File: src/rtl/rv32_pkg.sv
// Shared RV32 pipeline definitions.
//   NOP_INSTR           : canonical NOP (addi x0, x0, 0), shown when a stage is empty
//   DEFAULT_INSTRUCTION : default instruction width in bits
//   DEFAULT_ADDRESS     : default PC width in bits
//   if_id_entry_t       : one IF/ID buffer entry {instruction, pc, pre_pc}
package rv32_pkg;

  localparam int DEFAULT_INSTRUCTION = 32;
  localparam int DEFAULT_ADDRESS     = 32;

  localparam logic [31:0] NOP_INSTR = 32'h00000013;

  typedef struct packed {
    logic [DEFAULT_INSTRUCTION-1:0] instruction;
    logic [DEFAULT_ADDRESS-1:0]     pc;
    logic [DEFAULT_ADDRESS-1:0]     pre_pc;
  } if_id_entry_t;

endpackage

File: src/rtl/if_id_buffer.sv
// IF/ID pipeline buffer: a 2-entry FIFO between fetch and decode.
//
// Ports
//   clk, rst         : clock, synchronous active-high reset
//   in_valid         : fetch presents {in_instruction, in_pc, in_pre_pc}
//   in_ready         : buffer can accept an entry (registered state only)
//   out_valid        : head entry is valid for decode
//   out_ready        : decode consumes the head this cycle
//   out_instruction,
//   out_pc, out_pre_pc : head entry fields (NOP/0/0 when empty)
//   flush            : discard all buffered entries (redirect)
//   count            : occupancy, 0..2
//
// Handshake: a transfer happens on a rising edge where valid && ready are
// both high; valid never depends on ready, and in_ready depends only on the
// registered occupancy, so neither out_ready nor flush reaches in_ready.
module if_id_buffer
  import rv32_pkg::*;
#(
  parameter int INSTRUCTION = DEFAULT_INSTRUCTION,
  parameter int ADDRESS     = DEFAULT_ADDRESS
) (
  input  logic                   clk,
  input  logic                   rst,
  input  logic                   in_valid,
  input  logic [INSTRUCTION-1:0] in_instruction,
  input  logic [ADDRESS-1:0]     in_pc,
  input  logic [ADDRESS-1:0]     in_pre_pc,
  output logic                   in_ready,
  output logic                   out_valid,
  input  logic                   out_ready,
  output logic [INSTRUCTION-1:0] out_instruction,
  output logic [ADDRESS-1:0]     out_pc,
  output logic [ADDRESS-1:0]     out_pre_pc,
  input  logic                   flush,
  output logic [1:0]             count
);

  localparam logic [INSTRUCTION-1:0] NOP_W = INSTRUCTION'(NOP_INSTR);

  logic [INSTRUCTION-1:0] instr_mem  [2];
  logic [ADDRESS-1:0]     pc_mem     [2];
  logic [ADDRESS-1:0]     pre_pc_mem [2];

  logic       rd_ptr;
  logic       wr_ptr;
  logic [1:0] occ;
  logic       push;
  logic       pop;

  assign in_ready  = (occ != 2'd2);
  assign out_valid = (occ != 2'd0);
  assign count     = occ;

  assign push = in_valid && in_ready;
  assign pop  = out_valid && out_ready;

  // Head is always the read-pointer slot; an empty buffer shows a NOP so
  // decode never sees stale data even if it ignores out_valid.
  always_comb begin
    out_instruction = NOP_W;
    out_pc          = '0;
    out_pre_pc      = '0;
    if (occ != 2'd0) begin
      out_instruction = instr_mem[rd_ptr];
      out_pc          = pc_mem[rd_ptr];
      out_pre_pc      = pre_pc_mem[rd_ptr];
    end
  end

  always_ff @(posedge clk) begin
    if (rst) begin
      occ    <= 2'd0;
      rd_ptr <= 1'b0;
      wr_ptr <= 1'b0;
      for (int i = 0; i < 2; i++) begin
        instr_mem[i]  <= NOP_W;
        pc_mem[i]     <= '0;
        pre_pc_mem[i] <= '0;
      end
    end else if (flush) begin
      // Storage is left as is: with occ == 0 it is never shown.
      occ    <= 2'd0;
      rd_ptr <= 1'b0;
      wr_ptr <= 1'b0;
    end else begin
      if (push) begin
        instr_mem[wr_ptr]  <= in_instruction;
        pc_mem[wr_ptr]     <= in_pc;
        pre_pc_mem[wr_ptr] <= in_pre_pc;
        wr_ptr             <= ~wr_ptr;
      end
      if (pop) begin
        rd_ptr <= ~rd_ptr;
      end
      // push is gated by occ != 2 and pop by occ != 0, so no wrap either way.
      if (push && !pop) begin
        occ <= occ + 2'd1;
      end else if (pop && !push) begin
        occ <= occ - 2'd1;
      end
    end
  end

endmodule

File: config.mk
export PLATFORM = sky130hd
export DESIGN_NAME = if_id_buffer
export DESIGN_NICKNAME = d
export VERILOG_FILES = /design/src/rtl/rv32_pkg.sv /design/src/rtl/if_id_buffer.sv
export SDC_FILE = /design/constraint.sdc
export NUM_CORES = 1
export LEC_CHECK = 0
export ABC_AREA = 1
export CAP_MARGIN = 5
export CORE_ASPECT_RATIO = 0.5
export CORE_MARGIN = 4
export CORE_UTILIZATION = 30
export DETAILED_ROUTE_END_ITERATION = 8
export DONT_BUFFER_PORTS = 1
export GPL_TIMING_DRIVEN = 0
export PLACE_DENSITY = 0.56
export SYNTH_ARGS = -nofsm -noshare
export SYNTH_HDL_FRONTEND = slang
export SYNTH_SLANG_ARGS = --single-unit
File: constraint.sdc
create_clock -name clk -period 4.52 [get_ports clk]
set_clock_uncertainty 0.15 [all_clocks]
set_input_delay 0.678 -clock clk [delete_from_list [all_inputs] [get_ports clk]]
set_output_delay 0.678 -clock clk [all_outputs]
set_load 0.02 [all_outputs]
Word level (Yosys, flattened, before mapping). Memory sizes are Yosys's and may differ from the RTL's. A register that Yosys moved wholly into a read port is not among the register bits. Index checks and enable logic that the tools add are counted.

Bitwise gates (word level): 2. Reduce and logical (&&, ||, !) cells: 12. Muxes and demuxes: 26. Equal/unequal tests: 1. Add/subtract/negate cells: 2.

Operator list (number): $mux W32 (6); $reduce_or A32 Y1 (3); $mux W1 (18); $logic_and A1 B1 Y1 (4); $mux W2 (2); $reduce_bool A2 Y1 (2); $add A2 B1 Y2 const B (1); $logic_not A1 Y1 (2); $ne A2 B2 Y1 const B (1); $not A1 Y1 (2); $reduce_or A2 Y1 (1); $sub A2 B1 Y2 const B (1).

Memories kept: 3. Input bits: 101. Output and inout port bits: 100. RAM bits: 192. Flip-flop bits (word level): 4. Word-level logic and storage cells: 49.

Memory list: instr_mem (depth 2, bits a word 32, read ports 1, clocked after memory_dff 1, write ports 2, RTL line if_id_buffer.sv:41) `logic [INSTRUCTION-1:0] instr_mem [2];`; pc_mem (depth 2, bits a word 32, read ports 1, clocked after memory_dff 1, write ports 2, RTL line if_id_buffer.sv:42) `logic [ADDRESS-1:0] pc_mem [2];`; pre_pc_mem (depth 2, bits a word 32, read ports 1, clocked after memory_dff 1, write ports 2, RTL line if_id_buffer.sv:43) `logic [ADDRESS-1:0] pre_pc_mem [2];`.

Logic depth before layout (Yosys ltp). Gate-level depths: netlist (run 1).

Depth in word-level cells: 8. Depth in mapped cells: 11.

Worst setup path before layout (run 1). No wires, ideal clock.

Path kind: input to register. Start: input port flush. End: memory instr_mem[1][0] (netlist bit) (enable). Setup time: 458 ps. Buffers on the path: 2. Data required time: 3912 ps. Arrival time: 3452 ps. Stages on the path: 7. Slack: 460 ps. Cell sequence: nor2_4 -> nand2_2 -> nor2_4 -> inv_2 -> buf_6 -> buf_8 -> nand2_1.

RTL lines: from (decl) (RTL line if_id_buffer.sv:35) `input logic flush,`; to (decl) (RTL line if_id_buffer.sv:41).

==> metrics.md, run 1 <==
| Metric | Value |
|---|---|
| Most frequent cell after synthesis | `nand2_1` |
| Relative slew slack | `0.4492` |
| Required time worst endpoint | `roughly 3700 ps` |
| Share of layout cells above drive strength 1 | `0.1672` |
| Nature of the critical path endpoint | `output port` |
| Mapped Cells | `863` |
| CP Data Arrival Time | `2280 ps` |
| Most frequent CP cell | `buf_2` |
| Post-CTS setup buffer count | `0` |
| Max Cap Viol | `0` |
| Leak pwr | `3.922 nW` |
| Max H-tree Level | `4` |
| Internal power | `about 2.9 mW` |
| Switch Pwr | `between 1 and 1.5 mW` |
| #FFs+latches synth | `a little under 200` |
| Met1 Resource Use GR | `0.1564` |
| Resized cells post-CTS | `0` |
| Port bufs | `0` |
| Worst flop-to-flop path startpoint | `count[0]` |
| CORE AREA | `just under 0.03 mm2` |
| Worst Path Buf+Inv | `4` |
| Area delta synth->final | `12.54%` |
| Cell area after synthesis | `0.009050 mm2` |
| Post-synth top cells | `nand2_1 (206), edfxtp_1 (192), nor2_1 (123)` |
| Number of synthesized flops with an enable pin | `192` |
| Fmax | `321.9 MHz` |
| Sequential area share after synthesis | `0.6481` |
| IO Pins | `201` |
| Sw Ratio | `0.2618` |
| Gpl congestion | `0.8201` |
| Vias | `5838` |
| Synth top area cells | `edfxtp_1 (64%), nand2_1 (8.5%), a21oi_1 (5.3%), nor2_1 (5.1%), nor2_4 (5.1%)` |
| Avg Vias per Cell | `4.529` |
| Sequential power share | `0.532` |
| Syn avg cell area | `10.49 um2` |
| Utilization after layout | `0.3471` |
| Clk Latency, worst-skew pair | `430 ps` |
| Fin crit share | `0.6872` |
| Final setup viols | `0` |
| YS warnings | `0` |
| Kind of critical path | `reg -> out` |
| CTS Buf Count | `17` |
| Clk network pwr share | `0.374` |
| Fin worst setup slack | `1414 ps` |
| GRT overflow | `0` |
| Vias in the first global route | `slightly below 6000` |
| Total GRT Usage | `0.1397` |
| Syn Nets | `just under 1000` |
| Worst Tran Pin Value | `826.1 ps` |
| Crit-path max FO | `10` |
| Initial core utilization | `0.3084` |
| CP max stage cell | `a21oi_1` |
| Status | `finished, final reports clean` |
| Clock-pin transition on the worst setup and hold timing paths | `around 80 ps` |
| Dpl ws | `~1500 ps` |
| Final net count | `986` |
| Drt pass-1 iters | `5` |
| GR Util met2 | `0.2601` |
| Grt peak-use layer | `met2` |
| Pin count of the biggest net entering global routing | `61` |
| Die Y | `130.8 um` |
| # DRC | `0` |
| Detail Placement HPWL | `~16 mm` |
| RSZ-0062 raised after global routing | `false` |
| Initial drt markers | `397` |
| Final WL | `23.44 mm` |
| Max VDD drop | `245.6 uV` |
| Post-synth top area share | `0.6371` |
| CP top delay family | `buffers and inverters` |
| Standard-cell rows | `44` |
| CTS root buf | `clkbuf_16` |
| CTS tree | `yes` |
| Cell taking the most area after synthesis | `edfxtp_1` |
| Longest Clk Path Bufs | `2` |
| Final total power | `3.993 mW` |
| Netlist cell types | `20` |
| Hold path startpoint | `rst` |
| Worst hold path type | `in -> reg` |
| Critical path launch point type | `register` |
| Die extent in x | `253.6 um` |
| Initial antenna violation count | `1` |
| Sink Count | `a little under 200` |
| Slew Limit Fails | `0` |
| Crit path cell chain | `buf_4 -> inv_2 -> buf_2 -> buf_2 -> nand2_1 -> a21oi_1` |
| Cell area after layout | `0.01018 mm2` |
| Top_reg_cell synth | `edfxtp_1` |
| First-pass GRT wire length | `34.60 mm` |
| Highest cell delay on the worst timing path | `roughly 570 ps` |
| Post-DP Area | `0.009609 mm2` |
| Post-CTS Hold Buffers | `0` |
| Post-DR wirelength/cell | `18.18 um` |
| Fraction of registers with async set or reset after synthesis | `0` |
| Period minus WS final | `3106 ps` |
| Detail Route Antenna Nets | `0` |
| Die area | `0.03318 mm2` |
| Comb power frac | `0.093` |
| Met3 usage | `0.03362` |
| Cell area power density | `392.0 mW/mm2` |
| Hold Vio Cnt, Final | `0` |
-- metal layers --
layer  routed length [um]  share of wire  vias to the layer above
li1                     -              -                     2802
met1                 9086           0.39                     2900
met2                12780           0.55                      100
met3                  828          0.035                       36
met4                  742          0.032                        0
met5                    0              0                        -
-- path summary, 6_finish.rpt --
kind                        endpoint  slack, ps  depth (start not counted)
hold reg to reg             register        390                          2
hold / removal              count[1]        250                          3
setup reg to reg        pc_mem[1][2]       1590                          9
setup / recovery  out_instruction[7]       1410                          6
-- sequential cells by signal (all words and copies together) (netlist names), named ones only --
signal	count
instr_mem	64
pc_mem	64
pre_pc_mem	64
count	2
rd_ptr	1
wr_ptr	1
-- cells in the final DEF (no fill, tap or decap), types with 2 or more instances in the layout --
| cell | synthesis | layout |
|---|---|---|
| nand2_1 | 206 | 204 |
| edfxtp_1 | 192 | 192 |
| nor2_1 | 123 | 123 |
| inv_1 | 104 | 104 |
| a21oi_1 | 95 | 95 |
| nor2_4 | 41 | 41 |
| nor2_2 | 29 | 29 |
| buf_2 | 22 | 22 |
| clkbuf_16 | 0 | 17 |
| clkbuf_1 | 15 | 15 |
| buf_6 | 8 | 8 |
| nand3_1 | 5 | 5 |
| dfxtp_1 | 5 | 5 |
| clkinvlp_4 | 0 | 5 |
| inv_2 | 4 | 4 |
| nand2_2 | 4 | 4 |
| buf_12 | 3 | 3 |
| clkinv_2 | 0 | 3 |
| inv_6 | 0 | 3 |
| buf_4 | 2 | 2 |
| nand2_4 | 0 | 2 |
| o21ai_0 | 2 | 2 |
| inv_8 | 0 | 2 |
| buf_16 | 0 | 2 |
-- kinds of logic (layout without fill, tap and decap cells) --
| kind of cell | after synthesis | count (layout) | synth area share |
|---|---|---|---|
| adders and majority gates | 1 | 1 | 0.001382 |
| AOI/OAI and AO/OA | 97 | 97 | 0.05364 |
| DFF | 197 | 197 | 0.6481 |
| other | 0 | 1 | 0 |
| buffers and inverters | 159 | 193 | 0.08309 |
| and+or+nand+nor | 409 | 409 | 0.2137 |
-- power groups by stage --
stage / combinational [mW] / clock [mW] / sequential [mW]
floorplan: 0.274 / 0 / 2.17
global placement: 0.367 / 0 / 2.18
detailed placement: 0.382 / 0 / 2.17
CTS: 0.383 / 1.53 / 2.13
global route: 0.409 / 1.60 / 2.13
finish: 0.373 / 1.49 / 2.13
-- area by class of cell --
cell class	count	area, um2
clock buffer	17	425.4
timing repair buffer	2	55.05
multi-input combinational	507	2447
antenna	1	2.502
inverter	108	405.4
clock inverter	15	147.6
tap	391	489.2
sequential	197	5866
fill	2905	19160
buffer	51	346.6
-- stage by stage --
| stage | instances | TNS [ps] | hold WS (ps) |
|---|---|---|---|
| after floorplan | 863 | 0 | 314.5 |
| after global placement | 1254 | -213750 | 333.4 |
| after detailed placement | 1256 | 0 | 360.6 |
| after CTS | 1288 | 0 | 225.4 |
| after global routing | 1289 | 0 | 248.2 |
| final | 1289 | 0 | 250.2 |
-- worst register-to-register path, stage by stage, from the launching register on --
cell	delay, ps
dfxtp_1	500
inv_2	100
nand2_2	140
nand2_2	100
nor2_4	160
inv_2	80
buf_6	180
buf_8	200
nand2_4	610
buf_16	350
Power figures use the tool's default switching activity.
==> inputs of run 2 (changes only) <==
- clock period: 4.52 -> 3.2 ns (I/O delays scaled with it)
==> metrics.md, run 2 (synthesized netlist as in run 1, its figures left out) <==
| Metric | Value |
|---|---|
| Cell area power density | `577.2 mW/mm2` |
| Top Registers | `instr_mem: 64 flops, pc_mem: 64 flops, pre_pc_mem: 64 flops` |
| Area delta synth->final | `13.22%` |
| Hold path startpoint | `rst` |
| Slew Limit Fails | `0` |
| Detail Route Antenna Nets | `0` |
| Nature of the critical path endpoint | `output port` |
| Worst hold path type | `in -> reg` |
| Max Cap Viol | `0` |
| Crit-path max FO | `10` |
| Standard-cell rows | `44` |
| CP max stage cell | `a21oi_1` |
| First-pass GRT wire length | `34.16 mm` |
| Final setup viols | `0` |
| Resized cells post-CTS | `0` |
| Filler instances | `2891` |
| IO Pins | `201` |
| Max H-tree Level | `4` |
| Clock-pin transition on the worst setup and hold timing paths | `80 ps` |
| Max VDD drop | `344.9 uV` |
| Total GRT Usage | `0.1381` |
| Reg-to-reg endpoint | `pc_mem[1][0]` |
| Port bufs | `0` |
| Status | `finished, final reports clean` |
| CORE AREA | `about 0.029 mm2` |
| RSZ-0062 raised after global routing | `false` |
| Kind of critical path | `reg -> out` |
| Sink Count | `between 150 and 200` |
| Critical path launch point type | `register` |
| CP Data Arrival Time | `2260 ps` |
| Highest cell delay on the worst timing path | `~540 ps` |
| Worst Hold Path EP | `count[1]` |
| Drt pass-1 iters | `4` |
| Hold Vio Cnt, Final | `0` |
| Final total power | `5.914 mW` |
| Die extent in x | `253.6 um` |
| Post-CTS setup buffer count | `0` |
| Fmax | `345.9 MHz` |
| Hold depth | `3` |
| Most frequent cells in the layout | `nand2_1 (204), edfxtp_1 (192), nor2_1 (123)` |
| Clk Latency, worst-skew pair | `430 ps` |
| Flop2flop setup slack | `340 ps` |
| CTS root buf | `clkbuf_16` |
| Vias in the first global route | `5655` |
| Post-CTS Hold Buffers | `0` |
| Worst Tran Pin Value | `approximately 810 ps` |
| Vias | `5846` |
| Required time worst endpoint | `2570 ps` |
| Final WL | `23.63 mm` |
| Leak pwr | `3.957 nW` |
| Initial antenna violation count | `2` |
| Share of layout cells above drive strength 1 | `0.1641` |
| CTS Buf Count | `17` |
| Fin crit share | `0.9035` |
| Initial drt markers | `484` |
| Longest Clk Path Bufs | `2` |
| Worst flop-to-flop path startpoint | `count[0]` |
| Relative slew slack | `0.4586` |
| Utilization after layout | `0.3492` |
| Pin count of the biggest net entering global routing | `a little under 100` |
| Worst Reg-to-Reg Cells | `9` |
| Post-DR wirelength/cell | `18.33 um` |
| Fin Hold WS | `55.99 ps` |
| Period minus WS final | `2891 ps` |
| Avg Vias per Cell | `4.535` |
| Post-route setup TNS | `0 ps` |
| Crit path cell chain | `buf_4 -> inv_2 -> buf_2 -> buf_2 -> nand2_1 -> a21oi_1` |
| Initial core utilization | `0.3084` |
| Final net count | `985` |
| GRT overflow | `0` |
| Die Y | `around 130 um` |
| Detail Placement HPWL | `16.34 mm` |
| CTS tree | `yes` |
| Gpl congestion | `0.7713` |
| Die area | `0.03318 mm2` |
| Most frequent CP cell | `buf_2` |
| Commonest non-fill, non-tap cell in the layout | `nand2_1` |
| # DRC | `0` |
==> run 2: worst max path at each step <==
stage / startpoint / slack, ps / to / depth (start not counted)
6_report: register / 310 / out_instruction[8] / 6
5_1_grt: register / 180 / out_instruction[16] / 5
4_1_cts: register / 230 / out_instruction[12] / 5
3_5_place_dp: count[0] / 320 / pre_pc_mem[1][23] / 9
3_3_place_gp: count[1] / -790 / pre_pc_mem[0][23] / 7
2_1_floorplan: count[0] / 210 / instr_mem[1][0] / 8
==> run 2: worst max-delay path: cells and delay by family, from the launching register on <==
family / cells / cell delay (ps)
buffers and inverters: 4 / 900
and+or+nand+nor: 1 / 80
DFF: 1 / 300
AOI/OAI and AO/OA: 1 / 540
==> run 2: final cells by class <==
class,instances,area (um2),area share
Sequential cell,197,5866,0.5725
Multi-Input combinational cell,507,2456,0.2397
Tap cell,391,489.2,0.04775
Clock buffer,17,425.4,0.04152
Inverter,108,405.4,0.03957
Buffer,51,346.6,0.03383
Clock inverter,15,225.2,0.02198
Timing Repair Buffer,1,27.53,0.002687
Antenna cell,2,5.005,0.0004885
==> run 2: where the power goes <==
group / internal, mW / total, mW / leakage [nW] / switching (mW)
logic: 0.100 / 0.523 / 1.63 / 0.423
clock network: 1.40 / 2.39 / 0.315 / 0.989
registers: 2.97 / 3.00 / 2.01 / 0.0375
total: 4.47 / 5.91 / 3.96 / 1.45
==> run 2: layer usage <==
| metal | vias up | GRT usage | wire, um | part of all wire |
|---|---|---|---|---|
| met5 | - | 0 | 0 | 0 |
| met4 | 0 | 0.06057 | 557 | 0.024 |
| met3 | 27 | 0.03105 | 925 | 0.039 |
| met2 | 114 | 0.2539 | 13000 | 0.55 |
| met1 | 2909 | 0.1567 | 9155 | 0.39 |
| li1 | 2796 | - | - | - |
==> run 2: metrics by stage <==
stage | setup slack (ps) | instance area [um2] | std cells
after floorplan | 208.5 | 9055 | 863
after global placement | -790.1 | 9544 | 1254
after detailed placement | 317.6 | 9590 | 1255
after CTS | 230.6 | 10240 | 1287
after global routing | 183.4 | 10250 | 1289
final | 308.7 | 10250 | 1289
==> inputs of run 3 (changes only) <==
- CORE_UTILIZATION: 30 -> 35
- PLACE_DENSITY: 0.56 -> 0.61
- SETUP_SLACK_MARGIN: unset -> 0.1
==> metrics.md, run 3 (synthesized netlist as in run 1, its figures left out) <==
| Metric | Value |
|---|---|
| Status | `finished, final reports clean` |
| Crit-path max FO | `10` |
| Initial antenna violation count | `2` |
| Fin crit share | `0.9014` |
| CP max stage cell | `a21oi_1` |
| Resized cells post-CTS | `0` |
| Highest cell delay on the worst timing path | `540 ps` |
| Top Registers | `instr_mem: 64 flops, pc_mem: 64 flops, pre_pc_mem: 64 flops` |
| Longest Clk Path Bufs | `2` |
| Final WL | `22.95 mm` |
| Initial drt markers | `397` |
| Required time worst endpoint | `2570 ps` |
| Hold depth | `3` |
| CORE AREA | `0.02534 mm2` |
| Max Cap Viol | `0` |
| Leak pwr | `just under 4 nW` |
| Die Y | `121.7 um` |
| Vias in the first global route | `5786` |
| Area delta synth->final | `12.37%` |
| Pin count of the biggest net entering global routing | `54` |
| Sink Count | `197` |
| Kind of critical path | `reg -> out` |
| RSZ-0062 raised after global routing | `false` |
| GRT overflow | `0` |
| Detail Placement HPWL | `15.99 mm` |
| IO Pins | `201` |
| Cell area after layout | `slightly above 0.01 mm2` |
| Clk Latency, worst-skew pair | `between 400 and 500 ps` |
| Clock-pin transition on the worst setup and hold timing paths | `80 ps` |
| Avg Vias per Cell | `4.715` |
| Fmax | `~350 MHz` |
| First-pass GRT wire length | `33.99 mm` |
| CTS root buf | `clkbuf_16` |
| Share of layout cells above drive strength 1 | `0.1672` |
| Utilization after layout | `0.4013` |
| Slew Limit Fails | `0` |
| Standard-cell rows | `41` |
| Hold Vio Cnt, Final | `0` |
| CTS Buf Count | `17` |
| Worst Tran Pin Value | `approximately 700 ps` |
| Gpl congestion | `0.8583` |
| Commonest non-fill, non-tap cell in the layout | `nand2_1` |
| Port bufs | `0` |
| Final net count | `986` |
| Post-CTS Hold Buffers | `0` |
| Die area | `0.02865 mm2` |
| Total GRT Usage | `0.1563` |
| Detail Route Antenna Nets | `0` |
| Initial core utilization | `0.3571` |
| Vias | `about 5900` |
| Post-DR wirelength/cell | `18.48 um` |
| Worst Reg-to-Reg Cells | `9` |
| Die extent in x | `235.4 um` |
| Drt pass-1 iters | `5` |
| CP Data Arrival Time | `2250 ps` |
| Most frequent CP cell | `buf_4` |
| CTS tree | `yes` |
| Final setup viols | `0` |
| Nature of the critical path endpoint | `output port` |
| Crit path cell chain | `buf_4 -> buf_4 -> clkbuf_1 -> nand2_1 -> a21oi_1` |
| Post-route setup TNS | `0 ps` |
| Worst hold path type | `in -> reg` |
| Cell area power density | `568.7 mW/mm2` |
| Flop2flop setup slack | `approximately 340 ps` |
| Most frequent cells in the layout | `nand2_1 (204), edfxtp_1 (192), nor2_1 (123)` |
| Relative slew slack | `0.5376` |
| Period minus WS final | `2884 ps` |
| Critical path launch point type | `register` |
| # DRC | `0` |
| Max H-tree Level | `4` |
| Post-CTS setup buffer count | `0` |
| Post-DP Area | `approximately 0.0096 mm2` |
| Max VDD drop | `286.9 uV` |
run 3: cell types whose count changed in the layout (fill, tap and decap cells not counted), sizes merged:
cell | before | now
inv | 112 | 115
clkinv | 5 | 3
buf | 37 | 38
clkinvlp | 1 | 2
diode | 2 | 1
bufinv | 5 | 3
run 3: report_power, final:
group / switching, mW / internal (mW) / total [mW]
Sequential: 0.0378 / 2.97 / 3.00
Combinational: 0.421 / 0.104 / 0.526
Clock: 1.00 / 1.25 / 2.25
run 3: critical path, delay by kind of cell (launching register included):
family                 cells  cell delay, ps
DFF                        1             320
AOI/OAI and AO/OA          1             540
and+or+nand+nor            1             100
buffers and inverters      3             850
run 3: through the flow:
stage	std cells	total power, mW	worst slack [ps]	hold slack [ps]
after global routing	1242	5.995	143.2	41.23
after CTS	1241	5.838	258.9	33.26
after floorplan	863	3.444	208.5	314.5
final	1242	5.784	315.7	54.45
after global placement	1207	3.579	-725.0	331.4
after detailed placement	1209	3.597	324.9	344.3
run 3: cell type report:
class                   count  area, um2
repair buffers              2      55.05
diodes                      1      2.502
plain buffers              51      346.6
flip-flops and latches    197       5866
clock inverters            15      191.4
clock buffers              17      425.4
well taps                 344      430.4
fillers                  2509      15170
multi-input cells         507       2447
inverters                 108      405.4
run 3: worst paths after layout:
check | from | end
max | register | out_instruction[8]
min | rst | count[1]
max reg2reg | count[0] | pc_mem[1][2]
min reg2reg | rd_ptr | rd_ptr
run 3: layer usage:
metal,vias to the layer above,track usage,part of all wire
met5,-,0,0.00087
met1,2899,0.1859,0.40
li1,2807,-,-
met2,116,0.2805,0.54
met4,2,0.05790,0.021
met3,32,0.03619,0.040
